`src/rtl/bcd_down_counter.sv`:
```
// Loadable multi-digit BCD countdown timer with IDLE/RUN/PAUSE/EXPIRED control.
// Latency: every count/state/expired update is registered, one cycle after the qualifying edge.
// Backpressure: none; tick is a single-cycle enable and every qualified tick is consumed.
//
// Ports:
//   clk         single clock, rising edge
//   reset_n     synchronous active-low reset
//   load        load clamped load_value into count and the reload register, go IDLE
//   load_value  BCD value, digit i at bits [4i+3:4i]; digits above 9 are clamped to 9
//   start       begin counting from IDLE, or resume from PAUSE
//   pause       suspend counting (RUN -> PAUSE)
//   tick        count-enable pulse from the prescaler
//   count       current BCD value
//   running     high while in RUN
//   expired     one-cycle pulse the cycle after the expiring tick
//   zero        combinational count == 0
module bcd_down_counter #(
  parameter int DIGITS      = 4,
  parameter bit AUTO_RELOAD = 1'b0
) (
  input  logic                  clk,
  input  logic                  reset_n,
  input  logic                  load,
  input  logic [4*DIGITS-1:0]   load_value,
  input  logic                  start,
  input  logic                  pause,
  input  logic                  tick,
  output logic [4*DIGITS-1:0]   count,
  output logic                  running,
  output logic                  expired,
  output logic                  zero
);

  localparam int W = 4 * DIGITS;

  // Value at which the next tick expires the timer: digit 0 = 1, all others 0.
  localparam logic [W-1:0] ONE = {{(W-1){1'b0}}, 1'b1};

  typedef enum logic [1:0] {
    IDLE    = 2'd0,
    RUN     = 2'd1,
    PAUSE   = 2'd2,
    EXPIRED = 2'd3
  } state_t;

  state_t         state;
  state_t         state_nxt;
  logic [W-1:0]   reload_val;
  logic [W-1:0]   reload_nxt;
  logic [W-1:0]   count_nxt;
  logic           expired_nxt;
  logic [W-1:0]   load_clamped;

  // Saturate each digit of a raw input to 9 so the counter never holds a non-BCD digit.
  function automatic logic [W-1:0] clamp_bcd(input logic [W-1:0] v);
    logic [W-1:0] r;
    r = v;
    for (int i = 0; i < DIGITS; i++) begin
      if (v[4*i +: 4] > 4'd9) begin
        r[4*i +: 4] = 4'd9;
      end
    end
    return r;
  endfunction

  // Ripple-borrow BCD decrement: zero digits become 9 and pass the borrow on,
  // the first nonzero digit absorbs it. Only called with a nonzero argument.
  function automatic logic [W-1:0] bcd_dec(input logic [W-1:0] v);
    logic [W-1:0] r;
    logic         borrow;
    r      = v;
    borrow = 1'b1;
    for (int i = 0; i < DIGITS; i++) begin
      if (borrow) begin
        if (v[4*i +: 4] == 4'd0) begin
          r[4*i +: 4] = 4'd9;
        end else begin
          r[4*i +: 4] = v[4*i +: 4] - 4'd1;
          borrow      = 1'b0;
        end
      end
    end
    return r;
  endfunction

  assign load_clamped = clamp_bcd(load_value);
  assign zero         = (count == '0);
  assign running      = (state == RUN);

  // Next-state / datapath. Per-cycle priority: load > pause > start > tick.
  // A lower-priority input asserted together with a higher one is dropped for
  // that cycle, so start in RUN swallows a coincident tick and pause in any
  // state blocks a coincident start.
  always_comb begin
    state_nxt   = state;
    count_nxt   = count;
    reload_nxt  = reload_val;
    expired_nxt = 1'b0;

    if (load) begin
      count_nxt  = load_clamped;
      reload_nxt = load_clamped;
      state_nxt  = IDLE;
    end else begin
      case (state)
        IDLE: begin
          // Starting at zero would expire immediately with nothing to count.
          if (!pause && start && !zero) begin
            state_nxt = RUN;
          end
        end

        RUN: begin
          if (pause) begin
            state_nxt = PAUSE;
          end else if (start) begin
            state_nxt = RUN;
          end else if (tick && !zero) begin
            if (count == ONE) begin
              expired_nxt = 1'b1;
              if (AUTO_RELOAD) begin
                // Periodic mode: skip the zero value and go straight back to
                // the last loaded value.
                count_nxt = reload_val;
              end else begin
                count_nxt = '0;
                state_nxt = EXPIRED;
              end
            end else begin
              count_nxt = bcd_dec(count);
            end
          end
        end

        PAUSE: begin
          if (!pause && start) begin
            state_nxt = RUN;
          end
        end

        EXPIRED: begin
          // Terminal until load or reset.
          state_nxt = EXPIRED;
        end

        default: begin
          state_nxt = IDLE;
        end
      endcase
    end
  end

  always_ff @(posedge clk) begin
    if (!reset_n) begin
      state      <= IDLE;
      count      <= '0;
      reload_val <= '0;
      expired    <= 1'b0;
    end else begin
      state      <= state_nxt;
      count      <= count_nxt;
      reload_val <= reload_nxt;
      expired    <= expired_nxt;
    end
  end

endmodule

```
`config.mk`:
```
export PLATFORM = sky130hd
export DESIGN_NAME = bcd_down_counter
export DESIGN_NICKNAME = d
export VERILOG_FILES = /design/src/rtl/bcd_down_counter.sv
export SDC_FILE = /design/constraint.sdc
export NUM_CORES = 1
export LEC_CHECK = 0
export CORE_MARGIN = 3
export CORE_UTILIZATION = 30
export DETAILED_ROUTE_END_ITERATION = 10
export REMOVE_ABC_BUFFERS = 1
export SLEW_MARGIN = 20
export SYNTH_ARGS = -nofsm -noshare
export SYNTH_HDL_FRONTEND = slang
export SYNTH_SLANG_ARGS = --single-unit
```
`constraint.sdc`:
```
create_clock -name clk -period 2.3 [get_ports clk]
set_input_delay 0.345 -clock clk [delete_from_list [all_inputs] [get_ports clk]]
set_output_delay 0.345 -clock clk [all_outputs]
set_load 0.02 [all_outputs]
```
==> impl_metrics.json <==
{
  "crit_type": "reg2reg",
  "status": "finished, final reports clean",
  "critPathLaunchType": "register",
  "root_buffer": "clkbuf_8",
  "start_util": 0.318,
  "worstMarginPinSlew_ns": 0.380,
  "ys_ff_latch": 19,
  "setup_tns_ns": 0,
  "synth-seq-area-share": 0.267,
  "num_rows": 24,
  "rr_endpoint": "count[1]$_SDFFE_PN0P_",
  "gp_congestion": 0.820,
  "dr.pass1.iters": 4,
  "via_per_inst": 5.34,
  "grt_first_pass_wirelength_um": 6560,
  "setup_viol": 0,
  "cts_buffer_depth": 2,
  "crit_fanout": 6,
  "async_reset_ff_frac": 0,
  "dp_hpwl_um": 2970,
  "postCtsHoldBufs": 0,
  "crit_end": "count[1]$_SDFFE_PN0P_",
  "critPathArrivalTime_ns": 2.27,
  "postSynthCellCount": 172,
  "wirelength_um": 3740,
  "grt_overflow": 0,
  "n_antenna_cell": 0,
  "num_vias": 1468,
  "path_clk_slew_ns": 0.07,
  "cp-end-kind": "register",
  "cts_tree": "done",
  "grt_usage": 0.146,
  "hold_viol_final": 0,
  "p_leak_nw": 0.793,
  "cts_resized": 1,
  "synth_cell_type_count": 48,
  "h-tree-depth": 1,
  "required_ns": 2.46,
  "drtAntennaViolNets": 0,
  "postCtsSetupRepairBufs": 0,
  "port_buffers": 40,
  "nets": 254,
  "drive_gt1_frac": 0.148,
  "hold_ws_ns": 0.549,
  "rsz0062_at_grt": "false",
  "min_from": "state[1]$_SDFFE_PP0P_",
  "boundaryPins": 41,
  "grt_pass1_vias": 1421,
  "crit-reg2reg-launch": "count[0]$_SDFFE_PN0P_",
  "drv.max_cap_violation_count": 0,
  "antenna_found_initial": 0,
  "yosys_warnings": 0,
  "netlist_area_sq_mm": 0.00142,
  "fp.coreArea_sq_mm": 0.00447,
  "numClockSinks": 19,
  "insertion_delay_ns": 0.26,
  "fin_crit_sh": 0.918,
  "reg2reg_slack_ns": 0.19,
  "synth_edf_count": 0,
  "dieHeight_um": 74.9,
  "relSlewSlack": 0.746,
  "drtIter0Drc": 81,
  "finish.utilization": 0.449,
  "skew_ns": 0.00121,
  "critPathLaunch": "count[0]$_SDFFE_PN0P_",
  "peakVddDrop_uv": 325,
  "max_freq_mhz": 474,
  "post_drt_wl_per_cell_um": 13.6,
  "powerDensity_mw_per_mm2": 483,
  "drc": 0,
  "syn_area_per_cell_sq_um": 8.27,
  "report.power.total_mw": 0.968,
  "placedCellCount": 271,
  "dieArea_sq_mm": 0.00560,
  "dieWidth_um": 74.9,
  "layout.cells.non_filler": 275,
  "grt_max_degree": 23,
  "cts-buffers-inserted": 3,
  "syn2layout_area_growth_pct": 41.1,
  "ys_dominant_reg_cell": "dfxtp_1",
  "finalMaxSlewViolations": 0,
  "min_path_type": "reg2reg",
  "reg2regPathDepth": 8,
  "layout_min_cycle_time_ns": 2.11
}
[synth_stat cells, types with 2 or more instances]
master / instances / area, sq um
o22ai_1: 2 / 12.5
a311o_1: 2 / 20.0
nand2_1: 6 / 22.5
o31ai_1: 10 / 75.1
nor3_1: 7 / 35.0
xnor2_1: 3 / 26.3
nor2_1: 11 / 41.3
nand2b_1: 3 / 18.8
inv_1: 17 / 63.8
ha_1: 8 / 100
a22oi_1: 3 / 22.5
and3_1: 2 / 12.5
a31oi_1: 5 / 31.3
or3_1: 2 / 12.5
o21a_1: 2 / 15.0
nor2b_1: 3 / 18.8
nor3b_2: 3 / 37.5
o21ai_0: 12 / 60.1
o21ba_2: 2 / 20.0
o311a_2: 3 / 33.8
clkbuf_1: 6 / 22.5
dfxtp_1: 19 / 380
a21oi_1: 13 / 65.1
o311a_1: 4 / 40.0
[metal layers]
layer | wire (um) | vias to the layer above | share of wire | global-route usage
met4 | 10 | 0 | 0.0027 | 0.0178
met2 | 1720 | 39 | 0.46 | 0.238
met5 | 0 | - | 0 | 0
li1 | - | 760 | - | -
met3 | 208 | 2 | 0.056 | 0.0320
met1 | 1810 | 667 | 0.48 | 0.203
[layout make-up]
type	instances	area, sq um
clock buffers	4	45.0
fillers	466	2470
flip-flops and latches	19	380
multi-input cells	130	956
repair buffers	53	497
inverters	17	63.8
well taps	52	65.1
[power by group]
group	leakage, nW	total, mW	switching (mW)	internal [mW]
Combinational	0.614	0.351	0.169	0.182
Sequential	0.157	0.383	0.0316	0.351
Clock	0.0228	0.235	0.112	0.123
[kinds of logic (layout without fill, tap and decap cells)]
logic type	Yosys count	count (layout)	synth area share
muxes	1	1	0.00704
AOI/OAI and AO/OA	70	70	0.367
xor gates and xnor gates	3	3	0.0185
buffers and inverters	23	74	0.0607
adders and majority gates	8	8	0.0704
and+or+nand+nor	48	48	0.209
DFF	19	19	0.267
[state kept, by name (all words and copies together), names as in the netlist]
| register | flops |
|---|---|
| count | 16 |
| state | 2 |
| expired | 1 |
[critical path, stage by stage (launching register included)]
cell and delay (ns):
dfxtp_1 0.42, inv_1 0.07, ha_1 0.25, nor3b_2 0.17, and4_2 0.26, buf_4 0.15, o21a_1 0.25, a221o_1 0.27
and3_1 0.17
[stage by stage]
stage               cell area, sq um  setup slack (ns)
floorplan                       1400             0.226
global placement                1960             0.146
detailed placement              1960             0.114
CTS                             2010             0.176
global route                    2010            0.0298
finish                          2010             0.189
[layout by cell type, fill, tap and decap left out, types with 4 or more instances in the layout]
| cell type | netlist | layout |
|---|---|---|
| clkdlybuf4s50_1 | 0 | 39 |
| nor3_1 | 7 | 7 |
| nand2_1 | 6 | 6 |
| o31ai_1 | 10 | 10 |
| dfxtp_1 | 19 | 19 |
| nor2_1 | 11 | 11 |
| a31oi_1 | 5 | 5 |
| o311a_1 | 4 | 4 |
| inv_1 | 17 | 17 |
| a21oi_1 | 13 | 13 |
| o21ai_0 | 12 | 12 |
| ha_1 | 8 | 8 |
| buf_4 | 0 | 13 |
[worst min-delay path by stage]
stage,cells after the start,slack (ns),to
2_1_floorplan,2,0.47,count[4]$_SDFFE_PN0P_
3_3_place_gp,1,0.53,state[1]$_SDFFE_PP0P_
3_5_place_dp,1,0.53,state[1]$_SDFFE_PP0P_
4_1_cts,1,0.55,state[1]$_SDFFE_PP0P_
5_1_grt,1,0.57,state[1]$_SDFFE_PP0P_
6_report,1,0.55,state[1]$_SDFFE_PP0P_
No activity file was read; power rests on OpenSTA's default activity.
